--- config.mk ---
export PLATFORM = sky130hd
export DESIGN_NAME = cute_key_sequencer_flat
export DESIGN_NICKNAME = d
export VERILOG_FILES = /design/src/rtl/cute_key_sequencer_if.sv /design/src/rtl/cute_key_sequencer.sv /design/src/flat_wrapper.sv
export SDC_FILE = /design/constraint.sdc
export NUM_CORES = 1
export LEC_CHECK = 0
export ABC_AREA = 1
export CORE_MARGIN = 1
export CORE_UTILIZATION = 59
export CTS_BUF_LIST = sky130_fd_sc_hd__clkbuf_4 sky130_fd_sc_hd__clkbuf_8
export DETAILED_ROUTE_END_ITERATION = 6
export PLACE_DENSITY = 0.83
export SYNTH_ARGS = -nofsm -noshare
export SYNTH_HDL_FRONTEND = slang
export SYNTH_SLANG_ARGS = --single-unit
--- constraint.sdc ---
create_clock -name clk -period 2.15 [get_ports clk]
set_clock_uncertainty 0.15 [all_clocks]
set_input_delay 0.215 -clock clk [delete_from_list [all_inputs] [get_ports clk]]
set_output_delay 0.215 -clock clk [all_outputs]
set_load 0.05 [all_outputs]
--- src/rtl/cute_key_sequencer_if.sv ---
// Bundles the sequencer's key-programming port, realign strobe and key/window outputs.
interface cute_key_sequencer_if #(parameter int KEY_W = 16);
  logic             sync;
  logic             wr_en;
  logic [2:0]       wr_idx;
  logic [KEY_W-1:0] wr_data;
  logic             commit;
  logic [KEY_W-1:0] key_out;
  logic             key_valid;
  logic [2:0]       win_idx;
  logic [6:0]       cnt;
  logic             wr_err;

  modport master (
    output sync, wr_en, wr_idx, wr_data, commit,
    input  key_out, key_valid, win_idx, cnt, wr_err
  );

  modport slave (
    input  sync, wr_en, wr_idx, wr_data, commit,
    output key_out, key_valid, win_idx, cnt, wr_err
  );
endinterface

--- src/rtl/cute_key_sequencer.sv ---
// Per-window key driver: mirrors the lock's window counter and presents the slot key
// for the upcoming window on a registered bus; slots are writable until sealed.
module cute_key_sequencer #(
  parameter int                         KEY_W    = 16,
  parameter int                         NUM_WIN  = 5,
  parameter int                         WIN_LEN  = 13,
  parameter logic [NUM_WIN*KEY_W-1:0]   KEY_INIT = '0
) (
  input logic                 clk,
  input logic                 rst,
  cute_key_sequencer_if.slave bus
);
  localparam int PERIOD = NUM_WIN * WIN_LEN;

  typedef enum logic {OPEN, SEALED} seal_e;
  seal_e state, state_n;

  logic [6:0]                      cnt_q, cnt_n;
  logic [6:0]                      wcnt_q, wcnt_n;
  logic [2:0]                      win_q, win_n;
  logic [NUM_WIN-1:0][KEY_W-1:0]   slot;
  logic [KEY_W-1:0]                key_q, key_n;
  logic                            err_q;
  logic                            wr_ok, wr_bad;

  always_comb begin
    wr_bad = bus.wr_en && (state == SEALED || bus.wr_idx >= 3'(NUM_WIN));
    wr_ok  = bus.wr_en && !wr_bad;
  end

  // Window index tracked with an in-window counter so no divider is needed.
  always_comb begin
    cnt_n  = cnt_q + 7'd1;
    wcnt_n = wcnt_q + 7'd1;
    win_n  = win_q;
    if (bus.sync || cnt_q == 7'(PERIOD - 1)) begin
      cnt_n  = '0;
      wcnt_n = '0;
      win_n  = '0;
    end else if (wcnt_q == 7'(WIN_LEN - 1)) begin
      wcnt_n = '0;
      win_n  = win_q + 3'd1;
    end
  end

  // Next key comes from the window being entered; a same-cycle write to it wins.
  always_comb begin
    key_n = slot[0];
    for (int i = 0; i < NUM_WIN; i++)
      if (win_n == 3'(i))
        key_n = (wr_ok && bus.wr_idx == 3'(i)) ? bus.wr_data : slot[i];
  end

  always_comb begin
    state_n = state;
    if (state == OPEN && bus.commit) state_n = SEALED;
  end

  always_ff @(posedge clk) begin
    if (rst) begin
      state  <= OPEN;
      cnt_q  <= '0;
      wcnt_q <= '0;
      win_q  <= '0;
      slot   <= KEY_INIT;
      key_q  <= KEY_INIT[KEY_W-1:0];
      err_q  <= 1'b0;
    end else begin
      state  <= state_n;
      cnt_q  <= cnt_n;
      wcnt_q <= wcnt_n;
      win_q  <= win_n;
      key_q  <= key_n;
      if (wr_bad) err_q <= 1'b1;
      for (int i = 0; i < NUM_WIN; i++)
        if (wr_ok && bus.wr_idx == 3'(i)) slot[i] <= bus.wr_data;
    end
  end

  assign bus.cnt       = cnt_q;
  assign bus.win_idx   = win_q;
  assign bus.key_out   = key_q;
  assign bus.key_valid = (state == SEALED);
  assign bus.wr_err    = err_q;
endmodule

--- src/flat_wrapper.sv ---
// flat-port wrapper written by rule: the top's interface ports become plain ports
module cute_key_sequencer_flat 
#(
  parameter int                         KEY_W    = 16,
  parameter int                         NUM_WIN  = 5,
  parameter int                         WIN_LEN  = 13,
  parameter logic [NUM_WIN*KEY_W-1:0]   KEY_INIT = '0
)
  (clk, rst, bus_sync, bus_wr_en, bus_wr_idx, bus_wr_data, bus_commit, bus_key_out, bus_key_valid, bus_win_idx, bus_cnt, bus_wr_err);
  cute_key_sequencer_if #(.KEY_W(KEY_W)) bus_i ();
  input logic clk;
  input logic rst;
  input wire logic [$bits(bus_i.sync)-1:0] bus_sync;
  input wire logic [$bits(bus_i.wr_en)-1:0] bus_wr_en;
  input wire logic [$bits(bus_i.wr_idx)-1:0] bus_wr_idx;
  input wire logic [$bits(bus_i.wr_data)-1:0] bus_wr_data;
  input wire logic [$bits(bus_i.commit)-1:0] bus_commit;
  output wire logic [$bits(bus_i.key_out)-1:0] bus_key_out;
  output wire logic [$bits(bus_i.key_valid)-1:0] bus_key_valid;
  output wire logic [$bits(bus_i.win_idx)-1:0] bus_win_idx;
  output wire logic [$bits(bus_i.cnt)-1:0] bus_cnt;
  output wire logic [$bits(bus_i.wr_err)-1:0] bus_wr_err;
  assign bus_i.sync = bus_sync;
  assign bus_i.wr_en = bus_wr_en;
  assign bus_i.wr_idx = bus_wr_idx;
  assign bus_i.wr_data = bus_wr_data;
  assign bus_i.commit = bus_commit;
  assign bus_key_out = bus_i.key_out;
  assign bus_key_valid = bus_i.key_valid;
  assign bus_win_idx = bus_i.win_idx;
  assign bus_cnt = bus_i.cnt;
  assign bus_wr_err = bus_i.wr_err;
  cute_key_sequencer #(.KEY_W(KEY_W), .NUM_WIN(NUM_WIN), .WIN_LEN(WIN_LEN), .KEY_INIT(KEY_INIT)) u_core (.clk(clk), .rst(rst), .bus(bus_i));
endmodule
==> results.ini, run 1 <==
[setup_path]
r2r-end = u_core.bus.key_out[10]$_SDFF_PP0_
crit_cells = 16
critical_path.startpoint = u_core.wcnt_q[1]$_SDFF_PP0_
rr_startpoint = u_core.wcnt_q[1]$_SDFF_PP0_
cp-start-kind = flip-flop
path_common_cell = nand2_4
required_ps = 2320
arrival_ps = 2430
crit_path_end = u_core.bus.key_out[10]$_SDFF_PP0_
crit_chain = inv_2 -> ha_4 -> inv_2 -> nor2_4 -> nand3_4 -> nand2_2 -> nand2_2 -> nand2_4 -> nand2_4 -> nor2_4 -> clkbuf_16 -> nand2_4 -> nand3_2 -> nand3_2 -> nand2_1 -> a21oi_1
timing.critical_path.buf_inv = 3
cp_slowest_cell = dfxtp_2
path_class = reg2reg
regToRegSetupSlack_ps = -110
crit_fanout = 6
endpoint_kind = flip-flop
ff2ff_path_depth = 16
critPathMaxStageDelay_ps = 340
critPathTopFamily = simple AND/OR/NAND/NOR gates

[cts]
cts_buffers = 17
clkTransAtPathRegs_ps = 80
cts_hold_buf = 0
htree_num_levels = 4
tritoncts = yes
cts-root-buf = clkbuf_8
clock_path_buffers = 2
clock_latency_ps = 430
cts_sinks = 115

[logic_synthesis]
synthDistinctLibCells = 33
ys_warn_count = 0
synthCells = 759
netlist_area_um2 = 5260
ys_ff_latch = 115
async_flop_share_pct = 0
synth_seq_area_share_pct = 43.7
synth_nets = 788
synth_flop_cell = dfxtp_1
synth_edf_count = 0
syn_avg_cell_area_um2 = 6.94

[routing]
wl_um = 15600
avgRoutedWirePerCell_um = 16.4
vias_per_cell = 5.67
drcViolationCount = 0
first_pass_iters = 6
vias = 5402
drtAntennaViolNets = 0
drt_iter0_markers = 510

[power_and_ir_drop]
switching_share_pct = 25.7
power.share.clock_pct = 42.6
power_density_nw_per_um2 = 672
p_seq_share_pct = 47.3
vdd_drop_max_v = 0.000710
p_leak_nw = 2.91
p_int_w = 0.00345
pwr-share-comb_pct = 10.1
p_sw_w = 0.00120
power.total_w = 0.00465

[floorplanning]
pin_count = 52
core_area_um2 = 8680
die_h_um = 96.5
num_rows = 34
die_w_um = 96.5
initial_core_util_pct = 60.7
die_area_um2 = 9300

[timing]
setup_viol = 16
rsz0062_at_grt = yes
slew_violations = 0
fmax_mhz = 442
setup_tns_ps = -1260
fin_crit_ps = 2260
worst_pin_slew_ps = 576
fin_crit_sh_pct = 105
max_slew_margin_pct = 61.2
fin_ws_ps = -111
hold_viol = 0

[final_layout]
num_antenna_cells = 0
fin_util_pct = 79.6
final_nets = 862
finalInstanceArea_um2 = 6910
drive_gt1_share_pct = 22.5
syn_to_final_growth_pct = 31.3
stdcell_count = 953

[outcome]
status = finished, violations left
violations = negative setup slack

[place]
postPlaceCellArea_um2 = 6020
hpwl_um = 8920
port_buffers = 51
place_inst = 908
gp_congestion = 0.911

[grt]
grt_overflow = 0
antenna_found_initial = 0
grt_pass1_wl_um = 21500
grt_pass1_vias = 4752
grt_usage_pct = 30.4
grt_max_degree = 33

[min_path]
worstHoldPathType = in2reg

[run]
drv_cap = 0

final cells by class:
cell class	instances	area, um^2
multi-input cells	530	2790
flip-flops and latches	115	2310
fillers	519	1770
repair buffers	92	982
inverters	77	302
clock buffers	21	277
well taps	108	135
clock inverters	10	110
synth_stat cells (7+ instances only):
library cell	count	share of area, %
a21oi_1	74	7.0
buf_2	14	1.3
clkbuf_1	15	1.1
dfxtp_1	115	44
inv_1	71	5.1
nand2_1	125	8.9
nand3_1	24	2.3
nand4_1	7	0.83
nor2_1	206	15
o21a_1	9	1.3
o21ai_0	37	3.5
logic make-up (layout without fill, tap and decap cells):
group	Yosys count	after routing	synth area share, %
xor+xnor	6	6	0.998
buf+inv	114	200	9.10
flops	115	115	43.7
fa+ha+maj	5	5	1.19
compound gates	127	127	12.8
simple gates	392	392	32.2
registers in the layout (all words and copies together) (netlist names):
signal	cells
u_core.bus.cnt	7
u_core.bus.key_out	16
u_core.bus.key_valid	1
u_core.bus.win_idx	3
u_core.bus.wr_err	1
u_core.slot	80
u_core.wcnt_q	7
worst min path at each step:
stage | start | to | depth (start not counted)
after floorplan | bus_commit | u_core.bus.key_valid$_SDFFE_PP0P_ | 2
after global placement | u_core.bus.cnt[0]$_SDFF_PP0_ | u_core.bus.cnt[0]$_SDFF_PP0_ | 1
after detailed placement | u_core.bus.cnt[0]$_SDFF_PP0_ | u_core.bus.cnt[0]$_SDFF_PP0_ | 1
after CTS | rst | u_core.slot[15]$_SDFF_PP0_ | 2
after global routing | rst | u_core.slot[15]$_SDFF_PP0_ | 2
final | rst | u_core.slot[15]$_SDFF_PP0_ | 2
through the flow:
| step | setup slack [ps] | hold WS, ps |
|---|---|---|
| 4_1_cts | 3.11 | 52.5 |
| 6_report | -111 | 85.7 |
| 5_1_grt | -168 | 88.9 |
| 2_1_floorplan | 19.7 | 181 |
| 3_5_place_dp | -90.6 | 283 |
| 3_3_place_gp | -11.2 | 278 |
worst reg2reg max path, cell delays in order (launching register included):
cell       delay, ps
dfxtp_2          340
inv_2             70
ha_4             140
inv_2             40
nor2_4           140
nand3_4          130
nand2_2          100
nand2_2           70
nand2_4          130
nand2_4           90
nor2_4           230
clkbuf_16        210
nand2_4           50
nand3_2           80
nand3_2           80
nand2_1           70
a21oi_1           50
routing by layer:
metal | global-route usage (%) | wire length [um] | up-vias
met2 | 49.4 | 7570 | 339
met4 | 12.4 | 542 | 0
met3 | 7.20 | 1430 | 60
met1 | 38.8 | 6090 | 2481
li1 | - | - | 2522
met5 | 0 | 0 | -
cells in the final DEF (no fill, tap or decap), drive strengths merged, types with 5 or more instances in the layout:
master	netlist	layout
clkbuf	15	22
nand2	135	135
inv	77	76
nand4	7	7
buf	22	41
o21a	9	9
o21ai	40	40
dfxtp	115	115
nand3	29	29
clkinv	0	5
ha	5	5
clkdlybuf4s50	0	50
a21oi	78	78
nor2	214	214
repair_timing:
action / CTS / global route
hold endpoints to repair: 0 / 0
setup buffers: 6 / 8
endpoints found under the setup margin: 7 / 16
pin swaps: 3 / 38
cloned: 0 / 1
resized for setup: 7 / 97
power by group through the flow:
stage | Combinational [W] | Sequential, W | Clock (W)
5_1_grt | 0.000502 | 0.00220 | 0.00209
3_3_place_gp | 0.000387 | 0.00224 | 0
4_1_cts | 0.000405 | 0.00220 | 0.00197
6_report | 0.000468 | 0.00220 | 0.00198
2_1_floorplan | 0.000192 | 0.00229 | 0
3_5_place_dp | 0.000400 | 0.00225 | 0
No activity file was read; power rests on OpenSTA's default activity.
==> inputs of run 2 (changes only) <==
CORE_MARGIN = 2   (was 1)
==> results.ini, run 2 (synthesis results as in run 1) <==
[outcome]
status = finished, violations left
violations = negative setup slack

[grt]
antenna_found_initial = 0
grt_usage_pct = 28.2
grt_pass1_vias = 4743
grt_overflow = 0
grt_max_degree = 33
grt_pass1_wl_um = 22000

[cts]
htree_num_levels = 4
clock_latency_ps = 440
tritoncts = yes
cts_sinks = 115
cts-root-buf = clkbuf_8
clkTransAtPathRegs_ps = 80
cts_buffers = 17
clock_path_buffers = 2

[power_and_ir_drop]
p_sw_w = 0.00126
p_int_w = 0.00359
p_seq_share_pct = 45.3
switching_share_pct = 25.9
power_density_nw_per_um2 = 702
vdd_drop_max_v = 0.000453
pwr-share-comb_pct = 9.4
power.share.clock_pct = 45.3
power.total_w = 0.00485
p_leak_nw = 2.90

[timing]
hold_ws_ps = 145
fin_ws_ps = -163
fin_crit_sh_pct = 108
max_slew_margin_pct = 56.8
setup_viol = 14
fin_crit_ps = 2310
rsz0062_at_grt = yes
slew_violations = 0
fmax_mhz = 432
hold_viol = 0
setup_tns_ps = -988
worst_pin_slew_ps = 648

[final_layout]
top_register = u_core.slot
fillerInstances = 523
final_nets = 859
layout_common_cells = 198 x nor2_1, 109 x dfxtp_1, 101 x nand2_1
multi_input_area_um2 = 2760
final_common_cell = nor2_1
largest_reg_flops = 80
seq_area_um2 = 2310
drive_gt1_share_pct = 21.0
stdcell_count = 951
num_antenna_cells = 0
fin_util_pct = 79.6
syn_to_final_growth_pct = 31.3

[setup_path]
rr_startpoint = u_core.wcnt_q[1]$_SDFF_PP0_
ff2ff_path_depth = 15
critPathMaxStageDelay_ps = 330
timing.critical_path.buf_inv = 3
cp_slowest_cell = dfxtp_2
required_ps = 2370
arrival_ps = 2530
crit_chain = inv_2 -> ha_4 -> inv_2 -> nor2_4 -> nand3_4 -> nand2_4 -> nand2_4 -> nor2_4 -> nand3_4 -> clkbuf_16 -> nor2_1 -> nor2_1 -> nand2_2 -> nand2_1 -> a21oi_1
crit_fanout = 6
path_class = reg2reg
critPathTopFamily = simple AND/OR/NAND/NOR gates
r2r-end = u_core.bus.key_out[2]$_SDFF_PP0_
regToRegSetupSlack_ps = -160
cp-start-kind = flip-flop
endpoint_kind = flip-flop

[floorplanning]
core_area_um2 = 8680
initial_core_util_pct = 60.7
die_area_um2 = 9690
die_w_um = 98.5
die_h_um = 98.5
pin_count = 52
num_rows = 34

[routing]
drcViolationCount = 0
avgRoutedWirePerCell_um = 17.6
wl_um = 16700
vias_per_cell = 5.87
vias = 5578
drt_iter0_markers = 798
first_pass_iters = 7
drtAntennaViolNets = 0

[place]
place_inst = 899
hpwl_um = 8760
gp_congestion = 0.846
port_buffers = 51

[min_path]
worstHoldPathType = in2reg
holdPathEnd = u_core.slot[8]$_SDFF_PP0_
hold_start = rst
holdPathStages = 3

[run]
drv_cap = 0

-- run 2: cell types whose count changed in the layout (fill, tap and decap cells not counted), moves of 5 or more --
cell | previous run | this run
nand2_1 | 87 | 101
nand2_2 | 39 | 26
nand3_1 | 7 | 12
nand3_2 | 18 | 13
o21ai_0 | 37 | 31
o21ai_1 | 3 | 8
-- run 2: through the flow --
stage                     setup WS [ps]  instance area [um^2]
after floorplan                    19.7                  5270
after global placement             25.7                  5940
after detailed placement          -58.3                  5940
after CTS                         -8.41                  6410
after global routing               -233                  6910
final                              -163                  6910
-- run 2: power by group through the flow --
stage / sequential (W) / clock (W) / combinational, W
after floorplan: 0.00229 / 0 / 0.000192
after global placement: 0.00224 / 0 / 0.000379
after detailed placement: 0.00225 / 0 / 0.000390
after CTS: 0.00220 / 0.00217 / 0.000394
after global routing: 0.00220 / 0.00228 / 0.000486
final: 0.00220 / 0.00220 / 0.000454
-- run 2: worst max-delay path by stage --
stage / start / endpoint / slack (ps) / cells after the start
3_5_place_dp: bus_wr_idx[0] / u_core.bus.key_out[7]$_SDFF_PP0_ / -60 / 11
6_report: u_core.wcnt_q[1]$_SDFF_PP0_ / u_core.bus.key_out[2]$_SDFF_PP0_ / -160 / 15
2_1_floorplan: u_core.bus.cnt[1]$_SDFF_PP0_ / u_core.bus.key_out[11]$_SDFF_PP0_ / 20 / 15
4_1_cts: u_core.bus.cnt[0]$_SDFF_PP0_ / u_core.bus.key_out[10]$_SDFF_PP0_ / -8 / 14
3_3_place_gp: bus_wr_idx[0] / u_core.bus.key_out[9]$_SDFF_PP0_ / 30 / 11
5_1_grt: u_core.bus.win_idx[0]$_SDFF_PP0_ / u_core.bus.key_out[3]$_SDFF_PP0_ / -230 / 15
-- run 2: timing repair --
item                       CTS  global route
hold buffers                 0             0
setup buffers                2            15
gates cloned                 0             3
setup endpoints to repair   10            16
resized for setup            1           101
pin swaps                    1            26
-- run 2: metal layers --
metal	part of all wire (%)	GRT usage (%)	vias up
li1	-	-	2519
met1	39	37.1	2568
met2	47	46.6	397
met3	9.8	4.89	94
met4	4.6	11.0	0
met5	0	0	-
-- run 2: layout make-up --
cell class,instances,share of cell area [%]
clock buffer,21,4.09
clock inverter,11,2.19
inverter,77,4.56
multi-input combinational,531,39.9
sequential,115,33.5
tap,108,1.96
timing repair buffer,88,13.8
-- run 2: worst min-delay path, cell delays in order --
cell    delay (ps)
buf_2          140
buf_4          230
nor2_1         110
==> inputs of run 3 (changes only) <==
--- a/constraint.sdc
+++ b/constraint.sdc
@@ -4,2 +4,2 @@
 set_output_delay 0.215 -clock clk [all_outputs]
-set_load 0.05 [all_outputs]
+set_load 0.01 [all_outputs]
==> results.ini, run 3 (synthesis results as in run 1) <==
[setup_path]
path_class = reg2reg
crit_cells = 14
crit_chain = ha_1 -> inv_1 -> nand2_1 -> nand2_1 -> nand3_1 -> nand2_2 -> nand2_8 -> nand3_4 -> buf_6 -> nor2_1 -> nor2_1 -> nand2_2 -> nand2_2 -> a21oi_2
crit_fanout = 15
timing.critical_path.buf_inv = 2
critPathTopFamily = simple AND/OR/NAND/NOR gates
endpoint_kind = flip-flop
regToRegSetupSlack_ps = -130
r2r-end = u_core.bus.key_out[5]$_SDFF_PP0_
ff2ff_path_depth = 14
required_ps = 2340
cp-start-kind = flip-flop
cp_slowest_cell = dfxtp_1
crit_path_end = u_core.bus.key_out[5]$_SDFF_PP0_
path_common_cell = nand2_2
rr_startpoint = u_core.bus.win_idx[1]$_SDFF_PP0_
arrival_ps = 2470
critical_path.startpoint = u_core.bus.win_idx[1]$_SDFF_PP0_
critPathMaxStageDelay_ps = 350

[cts]
clock_latency_ps = 450
tritoncts = yes
cts-root-buf = clkbuf_8
cts_buffers = 17
clkTransAtPathRegs_ps = 70
cts_hold_buf = 0
clock_path_buffers = 2
htree_num_levels = 4
cts_sinks = 115

[final_layout]
final_common_cell = nor2_1
layout_common_cells = 199 x nor2_1, 113 x dfxtp_1, 92 x nand2_1
final_nets = 857
num_antenna_cells = 0
fillerInstances = 524
syn_to_final_growth_pct = 29.7
stdcell_count = 948
drive_gt1_share_pct = 20.5
top_register = u_core.slot
largest_reg_flops = 80

[place]
port_buffers = 51
place_inst = 903
hpwl_um = 8820
gp_congestion = 0.892

[outcome]
status = finished, violations left
violations = design-rule violations, negative setup slack

[routing]
avgRoutedWirePerCell_um = 17.3
wl_um = 16400
first_pass_iters = 7
vias = 5553
vias_per_cell = 5.86
drcViolationCount = 3
drt_iter0_markers = 647
drtAntennaViolNets = 0

[floorplanning]
die_area_um2 = 9690
initial_core_util_pct = 60.7
pin_count = 52
core_area_um2 = 8680
num_rows = 34
die_w_um = 98.5
die_h_um = 98.5

[grt]
grt_usage_pct = 29.2
grt_max_degree = 43
antenna_found_initial = 0
grt_pass1_vias = 4913
grt_overflow = 0
grt_pass1_wl_um = 22800

[timing]
slew_violations = 0
fmax_mhz = 439
max_slew_margin_pct = 57.4
fin_crit_ps = 2280
rsz0062_at_grt = yes
fin_ws_ps = -129
setup_viol = 15
fin_crit_sh_pct = 106
worst_pin_slew_ps = 639
hold_ws_ps = 105
hold_viol = 0

[power_and_ir_drop]
p_leak_nw = 2.89
vdd_drop_max_v = 0.000530
power_density_nw_per_um2 = 691

[run]
drv_cap = 0

[min_path]
worstHoldPathType = in2reg

run 3: area by class of cell:
cell class                 instances  area, um^2  area share (%)
tap                              108         135            1.98
inverter                          77         303            4.43
clock buffer                      21         277            4.05
clock inverter                    10         131            1.92
timing repair buffer              86         901            13.2
sequential                       115        2300            33.7
multi-input combinational        531        2780            40.7
run 3: worst min-delay path, cell delays in order:
cell and delay (ps):
buf_2 130, nor2_1 70, inv_1 190, nor2_1 60
run 3: routing by layer:
layer  routed length, um  track usage (%)  up-vias
li1                    -                -     2509
met2                7890             48.1      380
met4                 573             10.6        0
met3                1690             6.60       84
met5                   0                0        -
met1                6220             37.7     2580
run 3: how the worst min path moves through the flow:
stage / from / cells past startpoint / end / slack (ps)
floorplan: bus_commit / 2 / u_core.bus.key_valid$_SDFFE_PP0P_ / 180
global placement: u_core.slot[42]$_SDFF_PP0_ / 2 / u_core.slot[42]$_SDFF_PP0_ / 300
detailed placement: u_core.slot[58]$_SDFF_PP0_ / 2 / u_core.slot[58]$_SDFF_PP0_ / 310
CTS: rst / 4 / u_core.bus.cnt[0]$_SDFF_PP0_ / 100
global route: rst / 4 / u_core.wcnt_q[0]$_SDFF_PP0_ / 150
finish: rst / 4 / u_core.bus.cnt[0]$_SDFF_PP0_ / 100
run 3: power breakdown:
| part | switching [W] | internal (W) |
|---|---|---|
| logic | 0.000249 | 0.000157 |
| clock network | 0.000893 | 0.00122 |
| registers | 0.0000182 | 0.00218 |
run 3: what timing repair did:
item,in CTS,in global routing
buffers inserted,7,5
gates cloned,0,2
pin swaps,5,31
gates resized for setup,20,71
endpoints found under the setup margin,16,16
run 3: stage by stage:
stage               setup TNS, ps  power, W  area [um^2]  utilization (%)  setup slack, ps
floorplan                       0   0.00244         5260                -              116
global placement                0   0.00258         5970             68.8             29.4
detailed placement           -842   0.00259         5970             68.8             -118
CTS                         -2.11   0.00464         6500             74.9            -2.11
global route                -2150   0.00483         6830             78.7             -211
finish                      -1110   0.00472         6830             78.7             -129
